<file path="src/rtl/debounce_pkg.sv">
// debounce_pkg: shared types and defaults for the debounce_sync block.
// Provides the FSM state type, default parameters and a state helper.
package debounce_pkg;

    // Default synchroniser depth and stability window
    localparam int DEF_SYNC_STAGES   = 2;
    localparam int DEF_STABLE_CYCLES = 4;
    localparam int DEF_CNT_W         = 8;

    typedef enum logic [1:0] {
        STABLE_LO = 2'b00,
        CHK_HI    = 2'b01,
        STABLE_HI = 2'b10,
        CHK_LO    = 2'b11
    } state_t;

    // True while a candidate transition is being counted
    function automatic logic is_checking(input state_t st);
        return (st == CHK_HI) || (st == CHK_LO);
    endfunction

endpackage

</file>
<file path="src/rtl/sync_chain.sv">
// sync_chain: plain flop shift chain for bringing an async bit into clk.
// Ports: clk, async_reset_n (async active-low), d (async in), q (synced out).
module sync_chain #(
    parameter int STAGES = 2
) (
    input  logic clk,
    input  logic async_reset_n,
    input  logic d,
    output logic q
);

    logic [STAGES-1:0] chain;

    always_ff @(posedge clk or negedge async_reset_n) begin
        if (!async_reset_n) begin
            chain <= '0;
        end else begin
            chain <= {chain[STAGES-2:0], d};
        end
    end

    assign q = chain[STAGES-1];

endmodule

</file>
<file path="src/rtl/debounce_sync.sv">
// debounce_sync: synchronise a raw input, reject bounces, emit edge pulses.
// Ports: clk, async_reset_n, din, enable -> dout, rise_pulse, fall_pulse, busy.
module debounce_sync
    import debounce_pkg::*;
#(
    parameter int SYNC_STAGES   = DEF_SYNC_STAGES,
    parameter int STABLE_CYCLES = DEF_STABLE_CYCLES,
    parameter int CNT_W         = DEF_CNT_W
) (
    input  logic clk,
    input  logic async_reset_n,
    input  logic din,
    input  logic enable,
    output logic dout,
    output logic rise_pulse,
    output logic fall_pulse,
    output logic busy
);

    // Elaboration-time parameter sanity checks
    if (SYNC_STAGES < 2) begin : g_bad_sync
        $error("debounce_sync: SYNC_STAGES must be >= 2");
    end
    if (STABLE_CYCLES < 1) begin : g_bad_stable
        $error("debounce_sync: STABLE_CYCLES must be >= 1");
    end
    if ((2 ** CNT_W) <= STABLE_CYCLES) begin : g_bad_cnt
        $error("debounce_sync: CNT_W too narrow for STABLE_CYCLES");
    end

    // Transition completes when cnt reaches the last count value
    localparam logic [CNT_W-1:0] CNT_LAST = CNT_W'(STABLE_CYCLES - 1);
    localparam logic [CNT_W-1:0] CNT_ONE  = CNT_W'(1);
    localparam bit               ONE_SHOT = (STABLE_CYCLES == 1);

    logic             s;
    state_t           state;
    state_t           state_n;
    logic [CNT_W-1:0] cnt;
    logic [CNT_W-1:0] cnt_n;
    logic             dout_n;
    logic             rise_n;
    logic             fall_n;

    sync_chain #(
        .STAGES (SYNC_STAGES)
    ) u_sync (
        .clk           (clk),
        .async_reset_n (async_reset_n),
        .d             (din),
        .q             (s)
    );

    always_comb begin
        state_n = state;
        cnt_n   = cnt;
        dout_n  = dout;
        rise_n  = 1'b0;
        fall_n  = 1'b0;

        if (enable) begin
            unique case (state)
                STABLE_LO: begin
                    if (s) begin
                        if (ONE_SHOT) begin
                            state_n = STABLE_HI;
                            dout_n  = 1'b1;
                            rise_n  = 1'b1;
                        end else begin
                            state_n = CHK_HI;
                            cnt_n   = CNT_ONE;
                        end
                    end
                end

                CHK_HI: begin
                    if (!s) begin
                        // glitch rejected, output untouched
                        state_n = STABLE_LO;
                        cnt_n   = '0;
                    end else if (cnt == CNT_LAST) begin
                        state_n = STABLE_HI;
                        cnt_n   = '0;
                        dout_n  = 1'b1;
                        rise_n  = 1'b1;
                    end else begin
                        cnt_n = cnt + CNT_ONE;
                    end
                end

                STABLE_HI: begin
                    if (!s) begin
                        if (ONE_SHOT) begin
                            state_n = STABLE_LO;
                            dout_n  = 1'b0;
                            fall_n  = 1'b1;
                        end else begin
                            state_n = CHK_LO;
                            cnt_n   = CNT_ONE;
                        end
                    end
                end

                CHK_LO: begin
                    if (s) begin
                        state_n = STABLE_HI;
                        cnt_n   = '0;
                    end else if (cnt == CNT_LAST) begin
                        state_n = STABLE_LO;
                        cnt_n   = '0;
                        dout_n  = 1'b0;
                        fall_n  = 1'b1;
                    end else begin
                        cnt_n = cnt + CNT_ONE;
                    end
                end
            endcase
        end
    end

    // busy is registered alongside state so it lines up with dout
    always_ff @(posedge clk or negedge async_reset_n) begin
        if (!async_reset_n) begin
            state      <= STABLE_LO;
            cnt        <= '0;
            dout       <= 1'b0;
            rise_pulse <= 1'b0;
            fall_pulse <= 1'b0;
            busy       <= 1'b0;
        end else begin
            state      <= state_n;
            cnt        <= cnt_n;
            dout       <= dout_n;
            rise_pulse <= rise_n;
            fall_pulse <= fall_n;
            busy       <= is_checking(state_n);
        end
    end

endmodule

</file>
<file path="config.mk">
export PLATFORM = sky130hd
export DESIGN_NAME = debounce_sync
export DESIGN_NICKNAME = d
export VERILOG_FILES = /design/src/rtl/debounce_pkg.sv /design/src/rtl/sync_chain.sv /design/src/rtl/debounce_sync.sv
export SDC_FILE = /design/constraint.sdc
export NUM_CORES = 1
export LEC_CHECK = 0
export CAP_MARGIN = 20
export CORE_AREA = 4 4 49 51
export CTS_CLUSTER_SIZE = 14
export DETAILED_ROUTE_END_ITERATION = 8
export DIE_AREA = 0 0 53 55
export SLEW_MARGIN = 15
export SYNTH_ARGS = -nofsm -noshare
export SYNTH_HDL_FRONTEND = slang
export SYNTH_SLANG_ARGS = --single-unit
</file>
<file path="constraint.sdc">
create_clock -name clk -period 3.4 [get_ports clk]
set_input_delay 0.68 -clock clk [delete_from_list [all_inputs] [get_ports clk]]
set_output_delay 0.68 -clock clk [all_outputs]
set_load 0.1 [all_outputs]
</file>
---- Word-level counts from Yosys, hierarchy flattened ----
Cells that the tools add are included.
operators by class
  add/subtract/negate cells ............... 1
  equal/unequal tests ..................... 12
  reduce and logical (&&, ||, !) cells .... 5
  muxes and demuxes ....................... 26
operators by type and width
  operator             number
  $mux 8               5
  $pmux 8 s4           1
  $mux 2               7
  $mux 1               11
  $add 8x1->8 const B  1
  $eq 8x2->1 const B   1
  $ne 2x2->1 const B   4
  $pmux 2 s4           1
  $eq 2x2->1 const B   3
  $reduce_and 6->1     1
  $eq 2x1->1 const B   2
  $ne 2x1->1 const B   2
  $reduce_and 3->1     1
  $logic_not 2->1      1
  $pmux 1 s2           1
  $reduce_bool 2->1    1
  $logic_or 1x1->1     1
storage, ports and cells
  input bits .............................. 4
  output and inout port bits .............. 4
  word-level logic and storage cells ...... 51
  flip-flop bits (word level) ............. 16

---- Longest topological paths before layout ----
  depth after elaboration ................. 7
  gate-level depth with buffers ........... 5
  depth with buffers taken out ............ 5

---- Hierarchy ----
A second synthesis with hierarchy kept.
unflattened totals
  cells, all modules ...................... 74
  area, all modules ....................... 750.7 µm²
by module, submodules not included
  module         area an instance (µm²)  seq. area each (µm²)  instances  cells an instance
  debounce_sync  700.7                   325.3                 1          72
  sync_chain     50.0                    50.0                  1          2

---- Least setup slack after synthesis ----
Ideal clock, no wire load.
  kind .................................... register to register
  start ................................... register with a tool-made name
  end ..................................... register dout
  cell stages (with the launch flop) ...... 3
  path buffers ............................ 0
  path slack .............................. 1.539 ns
  data required time ...................... 3.276 ns
  setup time .............................. 0.124 ns
  data arrival time ....................... 1.737 ns
  period minus slack after synthesis ...... 1.861 ns
  cell sequence ........................... dfrtp_1 -> nand4_1 -> a211o_1
RTL lines
  element               RTL line              text
  end signal, assigned  debounce_sync.sv:133  dout <= dout_n;
  end, declared         debounce_sync.sv:14   output logic dout,

---- Final worst setup path ----
  start ................................... register fall_pulse
  end ..................................... output port fall_pulse
RTL lines
  element                 RTL line              text
  start, declared         debounce_sync.sv:16   output logic fall_pulse,
  start signal, assigned  debounce_sync.sv:135  fall_pulse <= fall_n;
No word-level cell between the ends.

==> results.cfg <==
[clock_network]
clock_latency_ns = 0.28
root_buffer = clkbuf_4
clk_path_buf_depth = 2
clk_pin_slew_ns = 0.08
cts_tree = built
numCtsBuffers = 3
post_cts_buffers = 0
post_cts_resized = 0
cts.htree.levels = 1
numClockSinks = 15
postCtsHoldBufs = 0

[critical_path]
critical_path.top_delay_family = buffers and inverters
slowest_stage = clkdlybuf4s50_1
path_class = flip-flop to output pin
critPathBufInv = 1
cp-start-kind = flip-flop
setup.worst_path.end_class = output pin
cp_data_arrival_time_ns = 1.73
crit_fanout = 1
max_stage_delay_ns = 1.12
crit_required_ns = 2.72
crit_chain = clkdlybuf4s50_1

[grt]
grt_max_degree = 16
track_usage_pct = 10.31
first_global_vias = 492
antenna_found_initial = 0
gr-total-overflow = 0
grt_pass1_wl_mm = 2.152

[synthesis]
synth_cells = 63
synth-seq-cells = 15
synth_area_leaders = dfrtp_1 53%, nand2_1 3.7%, xor2_1 3.7%
synth_cell_types = 28
synthesis.nets = 68
yosys_warnings = 0
synth_area_per_cell_um2 = 11.20
synth_top_area_share_pct = 53.19
ys_seq_area_share_pct = 53.19
yosysTopAreaCell = dfrtp_1
syn_area_um2 = 705.7

[detailed_routing]
vias = 496
wirelength_mm = 1.207
dr.pass1.iters = 4
initialDrtViolationCount = 9
viasPerCell = 4.960
antenna_left = 0
drc = 0
wl_per_cell_um = 12.07

[sta]
setup_violations = 0
tns_ns = 0
relSlewSlack_pct = 35.41
hold_viol = 0
grt_setup_unrepaired = false
fin_crit_sh_pct = 70.88
finalCriticalPeriod_ns = 2.410
max_freq_mhz = 415.0
skew_ns = 0.003287
drv_slew = 0
worst_pin_slew_ns = 0.9659

[cells_and_area]
stdcell_count = 100
diodes = 0
nNetsFinal = 79
fin_util_pct = 42.53
syn_to_final_growth_pct = 17.02
drive_above_1_share_pct = 12.33

[place]
dp_cells = 96
port_buffers = 7
dpl.hpwl_um = 885
gp_congestion = 0.7771

[die]
rows = 16
io_pins = 8
initial_core_util_pct = 36.34
die_w_um = 53
coreArea_mm2 = 0.001942
chipHeight_um = 55
die_area_mm2 = 0.002915

[power_and_ir_drop]
total_power_uw = 507.1
irDropWorstVdd_mv = 0.3243
p_leak_uw = 0.0003479
p_per_area_mw_per_mm2 = 614.1

[flow_run]
max_cap_violations = 0

[hold_path]
worstHoldPathType = flip-flop to flip-flop

[status]
outcome = finished clean
## layer usage
| layer | GRT usage, % | share of wire, % | up-vias |
|---|---|---|---|
| li1 | - | - | 251 |
| met1 | 14.24 | 51 | 231 |
| met5 | 0 | 0 | - |
| met2 | 14.88 | 43 | 9 |
| met4 | 6.809 | 2.4 | 0 |
| met3 | 1.609 | 3.1 | 5 |
## cell usage in the layout (no fill, tap or decap)
cell type and count:
a32o_1 1, nor2_1 5, o21ai_0 5, a21oi_1 1, nand4_1 2, o211a_1 1, clkbuf_1 1, nor3_1 2
a21oi_2 1, a211oi_1 1, nor4b_2 1, nor3b_1 1, clkdlybuf4s50_1 5, mux2i_1 1, o2111ai_2 1, a211o_1 1
inv_1 2, buf_4 2, a22o_1 1, xor2_2 1, nand2_1 7, and2_1 1, a21boi_0 1, dfrtp_1 15
ha_1 1, or3_1 1, clkbuf_4 3, and4_1 2, o2111ai_1 1, xor2_1 3, xnor2_1 2
## report_power, final
part	switching, µW	internal, µW	total [µW]
Clock	52.9	45.5	98.4
Sequential	48.2	206	254
Combinational	98.2	56.4	155
Total	199	308	507
## synthesized netlist by cell type (all sizes together)
library cell,instances
nand4,2
buf,1
a211oi,1
dfrtp,15
and2,1
a21boi,1
xor2,4
nor2,5
inv,2
o21ai,5
nor4b,1
o211a,1
or3,1
nand2,7
nor3,2
nor3b,1
ha,1
a21oi,2
a211o,1
a32o,1
xnor2,2
o2111ai,2
a22o,1
mux2i,1
and4,2
## worst register-to-register path, delay by kind of cell (launching register included)
kind | cells | cell delay (ns)
adders and majority gates | 1 | 0.23
DFF | 1 | 0.42
and+or+nand+nor | 3 | 0.89
AOI/OAI and AO/OA | 1 | 0.14
## cell type report
class	count	area (µm²)
repair buffers	7	65.06
well taps	27	33.78
inverters	2	7.507
multi-input cells	45	317.8
clock buffers	4	26.28
flip-flops and latches	15	375.4
fillers	194	1116
## stage by stage
step	area [µm²]	setup WS (ns)	hold WS (ns)
final	825.8	0.9902	0.3541
after global routing	825.8	0.9437	0.3789
after CTS	825.8	0.9696	0.3579
after detailed placement	799.5	1.209	0.3381
after global placement	799.5	1.213	0.3337
after floorplan	705.7	1.539	0.3312
## cells by family after synthesis
| family | count (synthesis) | share of synthesized area (%) |
|---|---|---|
| AOI/OAI and AO/OA | 15 | 16.31 |
| xor gates and xnor gates | 6 | 8.512 |
| adders and majority gates | 1 | 1.773 |
| buffers and inverters | 3 | 1.773 |
| DFF | 15 | 53.19 |
| muxes | 1 | 1.418 |
| and+or+nand+nor | 22 | 17.02 |
## final timing paths
kind	from	to	slack, ns	cells after the start
setup / recovery	fall_pulse$_DFF_PN0_	fall_pulse	0.99	1
hold / removal	u_sync.chain[0]$_DFF_PN0_	u_sync.chain[1]$_DFF_PN0_	0.35	0
setup reg to reg	cnt[0]$_DFFE_PN0P_	dout$_DFFE_PN0P_	1.67	5
hold reg to reg	u_sync.chain[0]$_DFF_PN0_	u_sync.chain[1]$_DFF_PN0_	0.35	0
max in group asynchronous	async_reset_n	cnt[5]$_DFFE_PN0P_	2.17	1
min in group asynchronous	async_reset_n	cnt[3]$_DFFE_PN0P_	0.80	1
Note: power is estimated with default switching activity, not from simulation.
